$ cat config.mk
export PLATFORM = sky130hd
export DESIGN_NAME = output_port_unit
export DESIGN_NICKNAME = d
export VERILOG_FILES = /design/src/rtl/output_port_unit.sv
export SDC_FILE = /design/constraint.sdc
export NUM_CORES = 1
export LEC_CHECK = 0
export BUFFER_PORTS_ARGS = -buffer_cell sky130_fd_sc_hd__buf_2
export CORE_ASPECT_RATIO = 2
export CORE_UTILIZATION = 35
export DETAILED_ROUTE_END_ITERATION = 6
export PLACE_DENSITY = 0.62
export SYNTH_ARGS = -nofsm -noshare
export SYNTH_HDL_FRONTEND = slang
export SYNTH_SLANG_ARGS = --single-unit
$ cat constraint.sdc
create_clock -name clk -period 6.8 [get_ports clk]
set_clock_uncertainty 0.15 [all_clocks]
set_input_delay 0.34 -clock clk [delete_from_list [all_inputs] [get_ports clk]]
set_output_delay 0.34 -clock clk [all_outputs]
set_load 0.05 [all_outputs]
$ cat src/rtl/output_port_unit.sv
// output_port_unit: round-robin, wormhole-locked output port with a registered flit stage and credit-based flow control
// Ports:
//   clk, rst_n          clock, asynchronous active-low reset
//   i_outport_req       per-input requests for this output
//   o_outport_ack       one-hot (or zero) combinational grant
//   i_s2o               flit from the Switch for the granted input
//   i_credit_in         downstream freed one buffer slot
//   o_flit, o_valid     registered outgoing flit and its valid
//   o_credit_overflow   sticky: credit returned while already full
//   o_busy              port locked to a packet
package router_pkg;
  localparam int NUM_OF_PORTS = 5;
  typedef enum logic [2:0] {LOCAL, NORTH, EAST, SOUTH, WEST} PORT_T;
  typedef enum logic [1:0] {HEAD, BODY, TAIL, HEAD_TAIL} flit_type_t;
  typedef struct packed {
    flit_type_t  flit_type;
    logic [15:0] data;
  } router_pipeline_bus_t;
endpackage

module output_port_unit
  import router_pkg::*;
#(
  parameter PORT_T PORT_ID      = LOCAL,
  parameter int    CREDIT_DEPTH = 4
) (
  input  logic                    clk,
  input  logic                    rst_n,
  input  logic [NUM_OF_PORTS-1:0] i_outport_req,
  output logic [NUM_OF_PORTS-1:0] o_outport_ack,
  input  router_pipeline_bus_t    i_s2o,
  input  logic                    i_credit_in,
  output router_pipeline_bus_t    o_flit,
  output logic                    o_valid,
  output logic                    o_credit_overflow,
  output logic                    o_busy
);
  localparam int NP = NUM_OF_PORTS;
  localparam int PW = $clog2(NP);
  localparam int CW = $clog2(CREDIT_DEPTH + 1);
  typedef enum logic {IDLE, LOCKED} state_t;
  state_t               r_state;
  logic [CW-1:0]        r_credits;
  logic [PW-1:0]        r_rr_ptr, r_owner;
  router_pipeline_bus_t r_flit;
  logic                 r_valid, r_overflow;
  logic [NP-1:0]        w_rr_grant, w_own_mask, w_ack;
  logic [PW:0]          w_scan;
  logic [PW-1:0]        w_winner, w_rr_next;
  logic                 w_xfer;
  // scan downward so the lowest offset from r_rr_ptr is written last and wins
  always_comb begin
    w_rr_grant = '0;
    w_scan = '0;
    for (int k = NP - 1; k >= 0; k--) begin
      w_scan = {1'b0, r_rr_ptr} + (PW+1)'(k);
      w_scan = (w_scan >= (PW+1)'(NP)) ? w_scan - (PW+1)'(NP) : w_scan;
      if (i_outport_req[w_scan[PW-1:0]]) begin
        w_rr_grant = '0;
        w_rr_grant[w_scan[PW-1:0]] = 1'b1;
      end
    end
  end
  always_comb begin
    w_own_mask = '0;
    w_own_mask[r_owner] = 1'b1;
  end
  // ack is held off during reset and whenever downstream has no room
  assign w_ack = (!rst_n || r_credits == '0) ? '0 :
                 (r_state == LOCKED) ? (w_own_mask & i_outport_req) : w_rr_grant;
  assign w_xfer = |(w_ack & i_outport_req);
  always_comb begin
    w_winner = '0;
    for (int k = 0; k < NP; k++)
      if (w_ack[k]) w_winner = PW'(k);
  end
  assign w_rr_next = (w_winner == PW'(NP - 1)) ? '0 : w_winner + 1'b1;
  always_ff @(posedge clk or negedge rst_n) begin
    if (!rst_n) begin
      r_state    <= IDLE;
      r_credits  <= CW'(CREDIT_DEPTH);
      r_rr_ptr   <= '0;
      r_owner    <= '0;
      r_flit     <= '0;
      r_valid    <= 1'b0;
      r_overflow <= 1'b0;
    end else begin
      r_valid <= w_xfer;
      if (w_xfer) r_flit <= i_s2o;
      if (w_xfer && r_state == IDLE) begin
        r_rr_ptr <= w_rr_next;
        if (i_s2o.flit_type == HEAD) begin
          r_state <= LOCKED;
          r_owner <= w_winner;
        end
      end
      if (w_xfer && r_state == LOCKED && i_s2o.flit_type == TAIL) r_state <= IDLE;
      if (w_xfer && !i_credit_in) r_credits <= r_credits - 1'b1;
      else if (!w_xfer && i_credit_in) begin
        if (r_credits == CW'(CREDIT_DEPTH)) r_overflow <= 1'b1;
        else r_credits <= r_credits + 1'b1;
      end
    end
  end
  assign o_outport_ack     = w_ack;
  assign o_flit            = r_flit;
  assign o_valid           = r_valid;
  assign o_credit_overflow = r_overflow;
  assign o_busy            = (r_state == LOCKED);
  a_ack_onehot: assert property (@(posedge clk) disable iff (!rst_n) $onehot0(o_outport_ack))
    else $error("output port %0d: ack not one-hot", PORT_ID);
  a_ack_owner: assert property (@(posedge clk) disable iff (!rst_n)
    (r_state == LOCKED) |-> ((o_outport_ack & ~w_own_mask) == '0))
    else $error("output port %0d: ack to non-owner while locked", PORT_ID);
endmodule

==> flow_summary_export.csv <==
group,metric,value,unit
outcome,status,"finished, final reports clean",
place,gp_congestion,0.949,
cts,cts.sinks,30,
timing,fin_ws,1.49,ns
layout,diodes,0,
global_routing,gr-total-overflow,0,
cts,htreeDepth,2,
timing,setup_tns,0,ns
logic_synthesis,ys.warnings.count,0,
routing,vias_per_cell,6.03,
hold_path,hp-class,"input port to flop",
worst_setup_path,r2r_cells,19,
layout,layout-drive-gt1-share,0.317,
place,pre_cts_slack,1.64,ns
cts,cts_resized,0,
worst_setup_path,reg2reg_to,"r_credits[2]",
timing,relSlewSlack,0.273,
routing,antenna_left,0,
cts,cts_made_buffers,5,
timing,worstMarginPinSlew,1.08,ns
global_routing,grt_max_degree,32,
logic_synthesis,synth-main-ff-cell,"dfrtp_1",
logic_synthesis,synthCells,296,
routing,firstDrtPassIters,4,
global_routing,antenna_found_initial,0,
cts,clk_latency,0.28,ns
worst_setup_path,cp.arrival,5.37,ns
layout,synthToLayoutAreaGrowth,14.9,%
worst_setup_path,endpoint_kind,"flop",
global_routing,track_usage,0.211,
logic_synthesis,async_flop_share,1.00,
logic_synthesis,ys_ff_latch,30,
timing,rsz0062_at_grt,"no",
layout,fillerInstances,783,
timing,drv_slew,0,
logic_synthesis,synth_edf_count,0,
worst_setup_path,rrSetupSlack,1.49,ns
worst_setup_path,cp-endpoint,"r_credits[2]",
die,dieArea,0.00830,mm²
worst_setup_path,start_kind,"flop",
timing,fin_crit,5.31,ns
routing,wl_per_cell,19.1,µm
logic_synthesis,synth_nets,335,
timing,finalHoldViolCount,0,
die,rows,45,
die,fp.coreArea,0.00760,mm²
pwr,vdd_ir_drop_max,0.000138,V
routing,drcViolationCount,0,
layout,fin_nets,379,
cts,clkTransAtPathRegs,0.05,ns
pwr,p_per_area,159,mW/mm²
cts,clock_path_buffers,2,
worst_setup_path,startpoint,"r_rr_ptr[1]",
worst_setup_path,worstPathMaxFanout,19,
routing,drt_first_iter_violations,143,
place,dp_hpwl,6.62,mm
routing,via_count,2622,
worst_setup_path,r2r-start,"r_rr_ptr[1]",
global_routing,grt_pass1_wl,13.1,mm
logic_synthesis,yosysSeqAreaShare,0.271,
run,max_cap_violations,0,
worst_setup_path,criticalPathCategory,"flop to flop",
cts,cts_tree,"yes",
cts,post-cts-setup-buffers,0,
die,start_util,0.365,
place,portBuffers,51,
die,die_width,64.9,µm
logic_synthesis,syn-cell-area,0.00277,mm²
logic_synthesis,avgSynthCellArea,9.37,µm²
timing,setup_viol,0,
die,die_h,128,µm
die,ios,52,
global_routing,grt_pass1_vias,2689,
logic_synthesis,yosysUniqueCellTypes,74,
routing,drt_wl_total,8.33,mm
timing,fmax,0.188,GHz
timing,final.period_utilization,0.781,
pwr,p_leak,0.00152,µW
worst_setup_path,cp.required,6.85,ns
cts,clockRootBuffer,"clkbuf_16",
## state kept, by name, summed over array words and instances (netlist names)
name and count:
o_busy 1, o_credit_overflow 1, o_flit 18, o_valid 1, r_credits 3, r_owner 3
r_rr_ptr 3
## through the flow
step | cell area (µm²) | total power, µW | util | instances | hold slack (ns)
final | 3190 | 507 | 0.419 | 435 | 0.129
after global routing | 3190 | 528 | 0.419 | 435 | 0.141
after CTS | 3190 | 510 | 0.419 | 435 | 0.127
after detailed placement | 3030 | 288 | 0.398 | 426 | 0.264
after global placement | 3030 | 286 | 0.398 | 426 | 0.254
after floorplan | 2770 | 259 | - | 296 | -0.106
## layer usage
| layer | share of wire | track usage | vias up |
|---|---|---|---|
| met1 | 0.33 | 0.190 | 1248 |
| met3 | 0.035 | 0.0258 | 60 |
| met4 | 0.10 | 0.216 | 0 |
| met2 | 0.53 | 0.378 | 115 |
| li1 | - | - | 1199 |
| met5 | 0 | 0 | - |
## placed cells by master, fill, tap and decap left out, drive strengths merged, types with 4 or more instances in the layout
master  count
buf        53
dfrtp      29
mux2       25
inv        22
nor2       20
o21ai      20
a21oi      18
nand2      14
ha         11
o22ai       9
nand2b      9
nand3       8
mux2i       7
or3         7
o211ai      6
clkbuf      6
nor3        6
o22a        5
nand4       4
o31ai       4
## critical path: stages (launching register included)
cell and delay, ns:
dfrtp_1 0.58, inv_1 0.27, ha_1 0.61, or3_4 0.47, a211oi_2 0.30, a2bb2oi_2 0.21, o2111ai_4 0.24, o32ai_1 0.58
o21ai_1 0.14, o21ai_2 0.13, nor3_4 0.10, and2_4 0.17, inv_1 0.07, ha_1 0.22, inv_1 0.10, fa_1 0.42
nor3_1 0.19, a21oi_1 0.05, o21ai_0 0.14, o31ai_1 0.09
## cells in the mapped netlist (all sizes together) (4+ instances only)
cell,instances,area share
dfrtp,29,0.26
mux2,25,0.12
inv,22,0.031
nor2,20,0.027
o21ai,20,0.040
a21oi,18,0.032
buf,14,0.045
nand2,14,0.019
ha,11,0.050
nand2b,9,0.020
o22ai,9,0.020
nand3,8,0.014
mux2i,7,0.025
or3,7,0.018
nor3,6,0.017
o211ai,6,0.018
o22a,5,0.016
nand4,4,0.0090
o31ai,4,0.013
## layout make-up
cell class / count / area, µm² / area share
clock buffer: 6 / 139 / 0.0436
clock inverter: 2 / 12.5 / 0.00393
inverter: 22 / 85.1 / 0.0267
multi-input combinational: 227 / 1800 / 0.565
sequential: 30 / 752 / 0.236
tap: 94 / 118 / 0.0369
timing repair buffer: 54 / 280 / 0.0879
## kinds of logic (layout without fill, tap and decap cells)
group,after synthesis,count (layout),share of synthesized area
flip-flops,30,30,0.271
buffers and inverters,39,84,0.0794
adder cells (fa/ha/maj),13,13,0.0641
multiplexers,32,32,0.148
AO/OA/AOI/OAI,96,96,0.263
AND/OR/NAND/NOR,83,83,0.164
XOR/XNOR,3,3,0.00948
## worst min path at each step
stage               from   endpoint  slack, ns  cells after the start
2_1_floorplan      rst_n     o_busy      -0.11                      0
5_1_grt         i_s2o[5]  o_flit[5]       0.14                      2
6_report       i_s2o[17]     o_busy       0.13                      2
4_1_cts        i_s2o[17]     o_busy       0.13                      2
3_3_place_gp       rst_n  o_flit[8]       0.25                      1
3_5_place_dp       rst_n  o_flit[2]       0.26                      1
## timing repair
item                                    4_1_cts  5_1_grt
endpoints found under the hold margin        29        0
hold buffers                                  1        0
endpoints found under the setup margin        0        0
## where the power goes
part	total [µW]	switching (µW)	leakage, µW	internal [µW]
logic	80.1	50.8	0.00107	29.3
registers	205	11.8	0.000376	193
clock network	222	77.4	0.0000729	144
total	507	140	0.00152	367
Power figures use the tool's default switching activity.
